**config.mk**
```make
export PLATFORM = sky130hd
export DESIGN_NAME = sha256_msg_padder
export DESIGN_NICKNAME = d
export VERILOG_FILES = /design/src/rtl/sha256_msg_padder.sv
export SDC_FILE = /design/constraint.sdc
export NUM_CORES = 1
export LEC_CHECK = 0
export ABC_AREA = 1
export CAP_MARGIN = 20
export CORE_MARGIN = 4
export CORE_UTILIZATION = 38
export CTS_CLUSTER_DIAMETER = 150
export CTS_CLUSTER_SIZE = 25
export DETAILED_ROUTE_END_ITERATION = 7
export REMOVE_ABC_BUFFERS = 1
export SLEW_MARGIN = 5
export SYNTH_ARGS = -nofsm -noshare
export SYNTH_HDL_FRONTEND = slang
export SYNTH_SLANG_ARGS = --single-unit
```
**constraint.sdc**
```tcl
create_clock -name clk -period 7.15 [get_ports clk]
set_input_delay 1.43 -clock clk [delete_from_list [all_inputs] [get_ports clk]]
set_output_delay 1.43 -clock clk [all_outputs]
set_load 0.02 [all_outputs]
```
**src/rtl/sha256_msg_padder.sv**
```systemverilog
// FIPS 180-4 message padder: streams big-endian words into the scheduler's
// 16-word block memory, appends 0x80, zero fill and the bit length, then waits for the core.
module sha256_msg_padder #(
  parameter int LEN_W = 64
) (
  input  logic        clk,
  input  logic        reset,
  input  logic        in_valid,
  output logic        in_ready,
  input  logic [31:0] in_data,
  input  logic        in_last,
  input  logic [2:0]  in_nbytes,
  output logic [31:0] message_word_out,
  output logic [3:0]  message_word_addr,
  output logic        write_enable_out,
  output logic        block_ready,
  output logic        last_block,
  input  logic        block_done,
  output logic        busy
);

  typedef enum logic [2:0] {IDLE, LOAD, PAD, LEN_HI, LEN_LO, WAIT_ACK} state_e;

  typedef struct packed {
    logic pad80;        // 0x80000000 word still owed
    logic extra;        // current block closes with zeros; length goes in the next one
    logic last;         // block in WAIT_ACK carries the length words
    logic resume_load;  // after the ack, more message words are expected
  } ctl_t;

  state_e           state_q, state_d;
  logic [3:0]       idx_q, idx_d;
  logic [LEN_W-1:0] len_q, len_d;
  ctl_t             ctl_q, ctl_d;

  logic [2:0]       nb;
  logic [5:0]       inc;
  logic [3:0]       idx_nx;
  logic             pad_need;
  logic [63:0]      len64;

  function automatic logic [31:0] mask_last(input logic [31:0] d, input logic [2:0] n);
    logic [31:0] w;
    w = '0;
    for (int b = 0; b < 4; b++) begin
      if (n == 3'd4 || b < int'(n)) w[31-8*b -: 8] = d[31-8*b -: 8];
      else if (b == int'(n))         w[31-8*b -: 8] = 8'h80;
    end
    return w;
  endfunction

  assign nb       = (in_nbytes > 3'd4) ? 3'd4 : in_nbytes;
  assign inc      = in_last ? {nb, 3'b000} : 6'd32;
  assign idx_nx   = idx_q + 4'd1;
  assign pad_need = in_last && (nb == 3'd4);
  assign len64    = 64'(len_q);

  always_comb begin
    state_d           = state_q;
    idx_d             = idx_q;
    len_d             = len_q;
    ctl_d             = ctl_q;
    in_ready          = 1'b0;
    write_enable_out  = 1'b0;
    message_word_addr = 4'd0;
    message_word_out  = 32'd0;
    block_ready       = 1'b0;
    last_block        = 1'b0;
    busy              = 1'b0;
    if (reset) begin
      in_ready = 1'b1;
    end else begin
      message_word_addr = idx_q;
      busy              = (state_q != IDLE);
      case (state_q)
        IDLE, LOAD: begin
          in_ready = 1'b1;
          if (in_valid) begin
            write_enable_out = 1'b1;
            message_word_out = in_last ? mask_last(in_data, nb) : in_data;
            idx_d            = idx_nx;
            len_d            = ((state_q == IDLE) ? '0 : len_q) + LEN_W'(inc);
            state_d          = LOAD;
            ctl_d.pad80      = pad_need;
            ctl_d.extra      = 1'b0;
            ctl_d.last       = 1'b0;
            if (!in_last) begin
              ctl_d.resume_load = 1'b1;
              if (idx_q == 4'd15) state_d = WAIT_ACK;
            end else begin
              ctl_d.resume_load = 1'b0;
              // Room left in this block decides whether the length fits here.
              if (idx_nx == 4'd0)
                state_d = WAIT_ACK;
              else if (!pad_need && idx_nx == 4'd14)
                state_d = LEN_HI;
              else if ({1'b0, idx_nx} + {4'b0, pad_need} <= 5'd14)
                state_d = PAD;
              else begin
                state_d     = PAD;
                ctl_d.extra = 1'b1;
              end
            end
          end
        end
        PAD: begin
          write_enable_out = 1'b1;
          message_word_out = ctl_q.pad80 ? 32'h8000_0000 : 32'h0;
          ctl_d.pad80      = 1'b0;
          idx_d            = idx_nx;
          if (ctl_q.extra) begin
            if (idx_q == 4'd15) begin
              state_d           = WAIT_ACK;
              ctl_d.extra       = 1'b0;
              ctl_d.resume_load = 1'b0;
            end
          end else if (idx_q == 4'd13) begin
            state_d = LEN_HI;
          end
        end
        LEN_HI: begin
          write_enable_out  = 1'b1;
          message_word_addr = 4'd14;
          message_word_out  = len64[63:32];
          idx_d             = 4'd15;
          state_d           = LEN_LO;
        end
        LEN_LO: begin
          write_enable_out  = 1'b1;
          message_word_addr = 4'd15;
          message_word_out  = len64[31:0];
          idx_d             = 4'd0;
          ctl_d.last        = 1'b1;
          state_d           = WAIT_ACK;
        end
        WAIT_ACK: begin
          block_ready = 1'b1;
          last_block  = ctl_q.last;
          if (block_done) begin
            if (ctl_q.last) begin
              state_d = IDLE;
              len_d   = '0;
              ctl_d   = '0;
            end else begin
              state_d = ctl_q.resume_load ? LOAD : PAD;
            end
          end
        end
        default: state_d = IDLE;
      endcase
    end
  end

  always_ff @(posedge clk) begin
    if (reset) begin
      state_q <= IDLE;
      idx_q   <= '0;
      len_q   <= '0;
      ctl_q   <= '0;
    end else begin
      state_q <= state_d;
      idx_q   <= idx_d;
      len_q   <= len_d;
      ctl_q   <= ctl_d;
    end
  end

endmodule
```
Word level (Yosys, flattened, before mapping). Index checks and enable logic that the tools add are counted.

Equal/unequal tests: 19. $mul: 0. Div/mod/pow operators: 0. $lt $le $gt $ge: 6. Reduce and logical (&&, ||, !) cells: 23. Shift operators: 0. Add/subtract/negate cells: 3. Bitwise logic cells: 0. Multiplexer cells: 61.

Operators by type and width (count): 2-to-1 mux 64 bit (4); 2-to-1 mux 32 bit (4); case mux 32 bit (4 select lines) (1); case mux 64 bit (2 select lines) (1); adder 64 x 6 -> 64 bit (1); 2-to-1 mux 8 bit (8); 2-to-1 mux 3 bit (9); 2-to-1 mux 4 bit (5); 2-to-1 mux 1 bit (19); case mux 4 bit (4 select lines) (1); case mux 3 bit (5 select lines) (1); equality test 4 bit (second input constant) (3); AND reduction 4 bit (3); inequality test 2 bit (second input constant) (5); equality test 3 bit (second input constant) (3); nonzero test 3 bit (3); case mux 4 bit (2 select lines) (1); equality test 3 x 2 -> 1 bit (second input constant) (2); equality test 3 bit (first input constant) (2); logical NOT 3 bit (2); < comparator 1 x 3 -> 1 bit (first input constant) (2); < comparator 2 x 3 -> 1 bit (first input constant) (2); 2-to-1 mux 6 bit (1); inequality test 3 bit (second input constant) (2); other kinds (21) (27).

RAM bits: 0. Bits in latches: 0. Register bits: 75. Input port bits: 40. Output and inout bits: 41. Logic and storage cells: 119. Memory bits (read-only): 0. Memories kept: 0.

Longest topological paths before layout. Gate-level depths: netlist of the first run.

Word-level depth: 12. Mapped depth: 20. Mapped depth without buffers: 17.

Least setup slack after synthesis of the first run. OpenSTA, ideal clock, no wires.

Kind: in2out. Start: input port in_last. End: output port message_word_out[12]. Path buffers: 1. Required time: 5.720 ns. Arrival time: 2.680 ns. Setup slack: 3.040 ns. Stages: 8. Cells stage by stage: inv_1 -> nor2_1 -> inv_1 -> nor2_1 -> nor2_1 -> clkbuf_1 -> nand3_1 -> a31oi_1.

Longest elaborated chain between the ends: 4.

RTL lines: start, declared (RTL line 11) `input logic in_last,`; 2-to-1 mux 32 bit (RTL line 80) `message_word_out = in_last ? mask_last(in_data, nb) : in_data;`; 2-to-1 mux 32 bit (RTL line 78) `if (in_valid) begin`; case mux 32 bit (4 select lines) (RTL line 75) `case (state_q)`; 2-to-1 mux 32 bit (RTL line 70) `if (reset) begin`; end, declared (RTL line 13) `output logic [31:0] message_word_out,`.

Every way passes these cells.

Final worst setup path of the first run.
Start: input port in_last. End: output port message_word_out[15].

The elaborated chain is that of the path after synthesis.

==> results of run 1 <==
layout make-up:
type | instances | area [um2] | share of cell area [%]
clock buffers | 13 | 250 | 3.40
clock inverters | 1 | 5.00 | 0.0680
inverters | 132 | 495 | 6.73
multi-input cells | 858 | 4030 | 54.8
flip-flops and latches | 72 | 1440 | 19.6
well taps | 216 | 270 | 3.67
repair buffers | 87 | 863 | 11.7
Yosys cell counts (all sizes together):
master	number
o221ai	2
a221oi	5
or2	3
and2	2
o21bai	1
o22ai	17
buf	15
nand3b	6
xor2	17
a22oi	3
o21a	1
dfxtp	72
nor2	195
nand2	313
a211oi	4
o211ai	2
nand4	13
a21oi	86
o21ai	27
xnor2	6
fa	1
clkinv	2
clkbuf	27
a32oi	1
inv	130
a31oi	18
nand3	114
ha	8
nor3	11
nor3b	2
cells by family (layout without fill, tap and decap cells):
| group | Yosys count | count (layout) |
|---|---|---|
| buf+inv | 174 | 233 |
| flops | 72 | 72 |
| simple gates | 659 | 659 |
| xor+xnor | 23 | 23 |
| compound gates | 167 | 167 |
| fa+ha+maj | 9 | 9 |
registers in the layout, indices dropped and copies added (netlist names):
register and count:
ctl_q 4, idx_q 4, state_q 3, len64 61
worst min-delay path by stage:
stage	to	slack [ns]	start
6_report	len64[63]	0.46	len64[63]
5_1_grt	len64[63]	0.48	len64[63]
4_1_cts	len64[63]	0.46	len64[63]
3_5_place_dp	len64[63]	0.46	len64[63]
3_3_place_gp	len64[63]	0.46	len64[63]
2_1_floorplan	ctl_q[2]	0.44	ctl_q[2]
metrics by stage:
step | cells | area, um2 | setup WS, ns | hold slack, ns | total power [mW]
after floorplan | 1062 | 5970 | 2.64 | 0.438 | 0.831
after global placement | 1365 | 7100 | 2.02 | 0.455 | 1.09
after detailed placement | 1365 | 7100 | 2.00 | 0.455 | 1.09
after CTS | 1379 | 7360 | 1.99 | 0.464 | 1.51
after global routing | 1379 | 7360 | 1.80 | 0.485 | 1.59
final | 1379 | 7360 | 2.02 | 0.463 | 1.50
per-layer routing:
| metal | up-vias | routed length, um | track usage [%] |
|---|---|---|---|
| li1 | 3679 | - | - |
| met1 | 3232 | 10000 | 33.1 |
| met4 | 0 | 510 | 6.38 |
| met2 | 260 | 10200 | 40.2 |
| met3 | 37 | 1650 | 5.42 |
| met5 | - | 0 | 0 |
worst register-to-register path: stages, from the launching register on:
cell     delay, ns
dfxtp_1       0.35
nor2_2        0.26
nand2_4       0.23
inv_2         0.49
nor2_1        0.17
ha_1          0.31
nand2_1       0.05
inv_1         0.08
a21oi_1       0.17
nor2_1        0.34
nand2_1       0.30
nor2_1        0.42
nand3_1       0.13
nand2_1       0.07
nand3_1       0.07
a21oi_1       0.15
report_power, final:
group          internal (mW)  leakage [nW]  switching (mW)
logic                  0.174          1.89           0.464
clock network          0.240         0.126           0.172
registers              0.426         0.582          0.0244
==> summary.txt, run 1 <==
Status
  • Status: complete, no violations

Finish
  • Final Util: approximately 46%
  • Fillcell total: 1790
  • Antenna cell count: 0
  • Layout area overhead: 19.4%
  • Most frequent cells in the layout: nand2_1 (310), nor2_1 (182), inv_1 (126)
  • Layout cells sized above 1: 3.78%
  • Most common cell after layout, fill and taps aside: nand2_1
  • Fin nets: 1209

Synthesis
  • Mapped cell area: between 0.006 and 0.007 mm2
  • Post-synthesis mux area share: 0%
  • Register bit total from synthesis: 72
  • Simple-gate share of the synthesized area: ~45%
  • Synth Area in Adders: 1.95%
  • Largest family of logic cells by synthesized area: simple AND/OR/NAND/NOR gates
  • Syn avg cell area: between 5 and 6 um2
  • Mapped Cells: 1104
  • Sequential area share after synthesis: 23.4%
  • Synthesis Warnings: 0
  • Post-synthesis compound-gate area fraction: ~15%
  • XOR/XNOR Fraction of Synth Area: around 3.3%
  • Dominant cell type by area after synthesis: dfxtp_1
  • Top cell type's share of synthesized area: 23.4%
  • Unique masters post-synth: 41
  • Top cells by area, synth: dfxtp_1 (23%), nand2_1 (19%), nor2_1 (11%)

Die
  • Height of the die: 135 um
  • Die footprint: 0.0183 mm2
  • Top-level I/O count: 81
  • Core region area: 0.0159 mm2
  • Die width: 135 um
  • # rows: 46
  • Initial core utilization: around two fifths

Drt
  • Vias: 7208
  • First drt pass iteration count: 5
  • DRC viols: 0
  • Vias per cell: 5.23
  • DR WL/cell: approximately 16 um
  • Routed wire length: 22400 um
  • DRT iter0 DRCs: 643
  • Antenna Nets Post-Route: 0

Min path
  • Min-Delay Path Class: register to register
  • Worst hold path cell count: 2

Clocking
  • Post-CTS Hold Fix Bufs: 0
  • Max clock buf depth: 2
  • Post-CTS setup buffers: 0
  • Worst skew pair latency: between 0.3 and 0.4 ns
  • Clock sink total: approximately 70
  • Cts repair resizes: 0
  • CTS tree: yes
  • Clock tree root buffer cell: clkbuf_16
  • CTS H-Tree Depth: 3
  • CTS buffer count: 9
  • Worst-path clk slew: 0.05 ns

STA
  • Period utilization: 71.8%
  • Max Clk Rate: 195 MHz
  • Max_slew headroom: 38.9%
  • Pins Over Slew Limit: 0
  • Total negative setup slack: 0 ns
  • Final setup vio count: 0
  • Final Critical Period: 5.13 ns
  • Unrepaired setup endpoints after global routing: false
  • Final Hold Viols: 0
  • Least-Margin Pin Slew: 0.915 ns
  • Clk_skew: 0.00859 ns

Place
  • IO buf count: 80
  • DP HPWL: roughly 17000 um
  • RePlAce Congestion: 0.955

Critical path
  • Cell chain of the critical path: clkdlybuf4s50_1 -> inv_1 -> nor2_1 -> inv_1 -> nor2_1 -> nor2_1 -> buf_4 -> o21a_1 -> a221oi_1 -> nor2_1 -> clkdlybuf4s50_1
  • Worst reg2reg path depth: 15
  • Crit start category: input pin
  • Crit path top cell by count: nor2_1
  • Worst-path fanout max: 15
  • Arrival @ worst endpoint: approximately 3.7 ns
  • CP max stage delay: around 0.57 ns
  • Cell family with most CP delay: buffers and inverters
  • Reg2reg end: len64[50]
  • Worst Setup EP: message_word_out[15]
  • Req. time, crit path: 5.72 ns
  • Worst Setup End Kind: output port
  • Stages on worst setup path: 11
  • Max stage delay cell, worst path: clkdlybuf4s50_1
  • Crit path buffers/inverters: 5
  • Flop2flop setup slack: 3.50 ns
  • CP Class: input pin to output port
  • Origin of the critical flop-to-flop path: state_q[2]
  • CP Launch Point: in_last

Global route
  • Vias in the first global route: approximately 6700
  • Initial antenna violation count: 0
  • First-pass GRT wire length: 35600 um
  • Largest net degree at the start of global routing: 74
  • Grt total ovfl: 0
  • Total track usage: 24.6%

Power
  • Power per cell area: 204 mW/mm2
  • Leak: approximately 2.6 nW
  • Peak VDD IR: 0.000119 V

Flow run
  • Max_cap viols: 0
Note: power is estimated with default switching activity, not from simulation.
==> run 2: changes to the inputs <==
==> constraint.sdc (replaced) <==
create_clock -name clk -period 4.34 [get_ports clk]
set_input_delay 0.868 -clock clk [delete_from_list [all_inputs] [get_ports clk]]
set_output_delay 0.868 -clock clk [all_outputs]
set_load 0.02 [all_outputs]
==> run 2 against run 1 <==
Net effect: non-clock buffer count is 10 higher; die area stayed put; register-to-register slack worse by 2.1 ns; global-route usage is 0.42 points higher; first-iteration DRC count is 3.4% lower; critical path type unchanged; critical endpoint is now message_word_out[18]; largest cell class unchanged.
==> summary.txt, run 2 (synthesized netlist as in run 1, its figures left out) <==
Global route
  • First-pass GRT wire length: 36300 um
  • Largest net degree at the start of global routing: 65
  • Grt total ovfl: 0
  • Vias in the first global route: between 6000 and 7000
  • Total track usage: 25.1%
  • Initial antenna violation count: 0

Clocking
  • Clock sink total: 72
  • Worst skew pair latency: 0.35 ns
  • Post-CTS setup buffers: 0
  • Post-CTS Hold Fix Bufs: 0
  • Max clock buf depth: 2
  • Cts repair resizes: 0
  • Worst-path clk slew: 0.06 ns
  • Clock tree root buffer cell: clkbuf_16
  • CTS buffer count: 9
  • CTS H-Tree Depth: 3
  • CTS tree: yes

STA
  • Least-Margin Pin Slew: 0.813 ns
  • Clk_skew: between 0.007 and 0.008 ns
  • Total negative setup slack: 0 ns
  • Max Clk Rate: 250 MHz
  • Period utilization: 92.0%
  • Final Critical Period: roughly 4 ns
  • Final setup vio count: 0
  • Pins Over Slew Limit: 0
  • Hold Slack: 0.471 ns
  • Fin worst setup slack: around 0.35 ns
  • Final Hold Viols: 0
  • Unrepaired setup endpoints after global routing: false
  • Max_slew headroom: 45.7%

Power
  • Peak VDD IR: 0.000272 V
  • Power per cell area: 344 mW/mm2
  • Leak: 2.66 nW

Drt
  • Vias per cell: 5.24
  • Routed wire length: roughly 23000 um
  • Antenna Nets Post-Route: 0
  • DR WL/cell: 16.5 um
  • DRC viols: 0
  • First drt pass iteration count: 5
  • Vias: between 7000 and 8000
  • DRT iter0 DRCs: 621

Finish
  • Fin nets: 1219
  • Layout cells sized above 1: 4.94%
  • Most frequent cells in the layout: nand2_1 (310), nor2_1 (182), inv_1 (126)
  • Most common cell after layout, fill and taps aside: nand2_1
  • Fillcell total: 1790
  • Antenna cell count: 0
  • Layout area overhead: 21.2%
  • Number of flip-flops in the largest register: a little over 60
  • Non-filler instance count after layout: around 1400

Critical path
  • Arrival @ worst endpoint: 3.13 ns
  • Worst-path fanout max: 14
  • Crit start category: input pin
  • CP Class: input pin to output port
  • Req. time, crit path: between 3 and 4 ns
  • Worst Setup End Kind: output port

Place
  • IO buf count: 80
  • RePlAce Congestion: 0.967
  • Dpl cells: approximately 1400
  • DP HPWL: 17200 um
  • Setup WS pre-CTS: ~0.35 ns

Die
  • # rows: 46
  • Core region area: 0.0159 mm2
  • Die footprint: 0.0183 mm2
  • Die width: about 140 um
  • Top-level I/O count: 81
  • Initial core utilization: between 30% and 40%
  • Height of the die: ~140 um

Status
  • Status: complete, no violations

Flow run
  • Max_cap viols: 0

Min path
  • Min-Delay Path Class: register to register
-- run 2: cell count changes in the layout (fill, tap and decap cells not counted) --
| cell | before | now |
|---|---|---|
| clkbuf_8 | 1 | 4 |
| buf_4 | 7 | 17 |
| clkbuf_1 | 3 | 0 |
| clkinvlp_4 | 0 | 1 |
-- run 2: where the power goes --
group	switching [mW]	internal, mW	total [mW]
Combinational	0.769	0.308	1.08
Clock	0.307	0.446	0.753
Sequential	0.0398	0.702	0.742
Total	1.12	1.46	2.57
-- run 2: stage by stage --
stage / total power, mW / utilization (%) / instance area, um2
2_1_floorplan: 1.37 / - / 5970
3_3_place_gp: 1.84 / 45.2 / 7180
5_1_grt: 2.73 / 47.0 / 7470
4_1_cts: 2.59 / 47.0 / 7470
6_report: 2.57 / 47.0 / 7470
3_5_place_dp: 1.83 / 45.2 / 7180
-- run 2: path summary, 6_finish.rpt --
kind / slack, ns / end / depth (start not counted) / from
worst min-delay path: 0.47 / ctl_q[2] / 2 / ctl_q[2]
worst min register to register: 0.47 / ctl_q[2] / 2 / ctl_q[2]
worst max register to register: 1.36 / len64[58] / 11 / state_q[2]
worst max-delay path: 0.35 / message_word_out[18] / 10 / in_last
-- run 2: cell type report --
class | count | area (um2) | share of cell area [%]
clock buffers | 13 | 280 | 3.75
clock inverters | 2 | 12.5 | 0.167
inverters | 132 | 495 | 6.63
multi-input cells | 858 | 4030 | 54.0
flip-flops and latches | 72 | 1440 | 19.3
well taps | 216 | 270 | 3.62
repair buffers | 97 | 938 | 12.6
-- run 2: worst max-delay path: stages --
cell	delay [ns]
clkdlybuf4s50_1	0.54
inv_1	0.05
nor2_1	0.18
inv_1	0.13
nor2_1	0.18
nor2_1	0.09
buf_4	0.20
a221oi_1	0.25
nor2_1	0.06
clkdlybuf4s50_1	0.54
-- run 2: routing by layer --
layer	GRT usage, %	wire length, um
met5	0	0
met4	7.61	568
met3	4.68	1620
met2	41.2	10500
met1	33.5	10200
==> run 3: changes to the inputs <==
--- a/config.mk
+++ b/config.mk
@@ -12,8 +12,9 @@
 export CTS_CLUSTER_DIAMETER = 150
 export CTS_CLUSTER_SIZE = 25
 export DETAILED_ROUTE_END_ITERATION = 7
+export RECOVER_POWER = 25
 export REMOVE_ABC_BUFFERS = 1
-export SLEW_MARGIN = 5
+export SLEW_MARGIN = 15
 export SYNTH_ARGS = -nofsm -noshare
 export SYNTH_HDL_FRONTEND = slang
 export SYNTH_SLANG_ARGS = --single-unit
==> run 3 against run 2 <==
Net effect: clock skew is 0.0012 ns higher; critical endpoint unchanged; power is 0.10% lower; global-route usage stayed put; clock power hardly changed; clock-buffer cell count stayed put; register-to-register slack worse by 0.04 ns; first-iteration DRC count is 0.97% higher.
==> summary.txt, run 3 (synthesized netlist as in run 1, its figures left out) <==
Finish
  • Most common cell after layout, fill and taps aside: nand2_1
  • Fillcell total: 1794
  • Number of flip-flops in the largest register: 61
  • Multi-input gate area: about 0.0040 mm2
  • Fin nets: 1219
  • Layout cells sized above 1: 4.77%
  • Seq. cell area: 0.00144 mm2
  • Antenna cell count: 0
  • Final Util: 46.9%
  • Layout area overhead: 20.8%
  • Non-filler instance count after layout: 1390
  • Most frequent cells in the layout: nand2_1 (310), nor2_1 (183), inv_1 (126)

Clocking
  • CTS H-Tree Depth: 3
  • Cts repair resizes: 0
  • CTS tree: yes
  • Post-CTS Hold Fix Bufs: 0
  • Post-CTS setup buffers: 0
  • Worst skew pair latency: 0.35 ns
  • Worst-path clk slew: about 0.06 ns
  • Clock tree root buffer cell: clkbuf_16
  • Clock sink total: approximately 70
  • Max clock buf depth: 2
  • CTS buffer count: 9

Power
  • Logic pwr share: 41.8%
  • Internal power: 1.45 mW
  • Net switching power: roughly 1.1 mW
  • Clk pwr share: between 20 and 30%
  • Tot Pwr: about 2.6 mW
  • Power per cell area: 345 mW/mm2
  • Leak: 2.65 nW
  • Flop pwr share: roughly 29%
  • Switch share: a little over two fifths
  • Peak VDD IR: 0.000275 V

Die
  • Die footprint: between 0.015 and 0.02 mm2
  • Height of the die: between 100 and 150 um
  • # rows: 46
  • Top-level I/O count: 81
  • Die width: 135 um
  • Core region area: around 0.016 mm2
  • Initial core utilization: 38.8%

STA
  • Pins Over Slew Limit: 0
  • Unrepaired setup endpoints after global routing: false
  • Final setup vio count: 0
  • Fin worst setup slack: 0.341 ns
  • Period utilization: 92.2%
  • Max Clk Rate: around 250 MHz
  • Max_slew headroom: 5.92%
  • Total negative setup slack: 0 ns
  • Least-Margin Pin Slew: 1.41 ns
  • Final Critical Period: 4.00 ns
  • Clk_skew: between 0.008 and 0.009 ns
  • Final Hold Viols: 0

Global route
  • Grt total ovfl: 0
  • GR Layer Usage met1: 33.5%
  • Vias in the first global route: 6766
  • Largest net degree at the start of global routing: 65
  • GR peak layer: met2
  • Total track usage: 25.1%
  • GR Layer Usage met2: 41.2%
  • Initial antenna violation count: 0
  • First-pass GRT wire length: roughly 36000 um
  • Met3 usage: 4.68%

Place
  • RePlAce Congestion: 0.967
  • Dpl cells: 1375
  • Setup WS pre-CTS: approximately 0.35 ns
  • IO buf count: 80
  • DP HPWL: roughly 17000 um

Critical path
  • Worst-path fanout max: 14
  • CP Class: input pin to output port
  • Arrival @ worst endpoint: ~3.1 ns
  • Worst Setup End Kind: output port
  • Req. time, crit path: 3.47 ns
  • Flop2flop setup slack: between 1 and 1.5 ns
  • Crit start category: input pin

Flow run
  • Max_cap viols: 0

Drt
  • Vias per cell: 5.24
  • First drt pass iteration count: 6
  • DRC viols: 0
  • DR WL/cell: about 17 um
  • Vias: 7277
  • Antenna Nets Post-Route: 0
  • Routed wire length: 23000 um
  • DRT iter0 DRCs: roughly 630

Status
  • Status: complete, no violations

Min path
  • Min-Delay Path Class: register to register
## run 3: cell count changes in the layout (fill, tap and decap cells not counted), sizes merged
cell / change
clkbuf: +4
clkdlybuf4s50: -3
dlygate4sd3: +3
buf: -4
## run 3: path summary, 6_finish.rpt
| check | from | endpoint | cells after the start |
|---|---|---|---|
| max | in_last | message_word_out[18] | 10 |
| min reg2reg | ctl_q[2] | ctl_q[2] | 2 |
| max reg2reg | state_q[1] | len64[47] | 9 |
| min | ctl_q[2] | ctl_q[2] | 2 |
## run 3: area by class of cell
cell class	instances	share of cell area, %
multi-input cells	858	54.1
flip-flops and latches	72	19.4
repair buffers	97	12.3
inverters	132	6.65
clock buffers	13	3.76
well taps	216	3.63
clock inverters	2	0.168
## run 3: power by group through the flow
stage                     logic, mW  registers (mW)  clock network, mW
after floorplan               0.625           0.744                  0
after global placement         1.08           0.756                  0
after detailed placement       1.08           0.756                  0
after CTS                      1.08           0.741              0.766
after global routing           1.18           0.748              0.792
final                          1.07           0.742              0.754
## run 3: critical path, cell delays in order
cell and delay, ns:
clkdlybuf4s50_1 0.54, inv_1 0.05, nor2_1 0.18, inv_1 0.13, nor2_1 0.18, nor2_1 0.09, buf_4 0.21, a221oi_1 0.25
nor2_1 0.06, clkdlybuf4s50_1 0.54
## run 3: per-layer routing
metal  up-vias  part of all wire, %
met4         0                  2.2
met2       245                   46
li1       3697                    -
met3        27                  7.1
met5         -                    0
met1      3308                   45
## run 3: metrics by stage
stage | instance area (um2) | hold WS (ns)
after global routing | 7450 | 0.498
after floorplan | 5970 | 0.438
after detailed placement | 7180 | 0.463
final | 7450 | 0.471
after CTS | 7470 | 0.470
after global placement | 7180 | 0.455
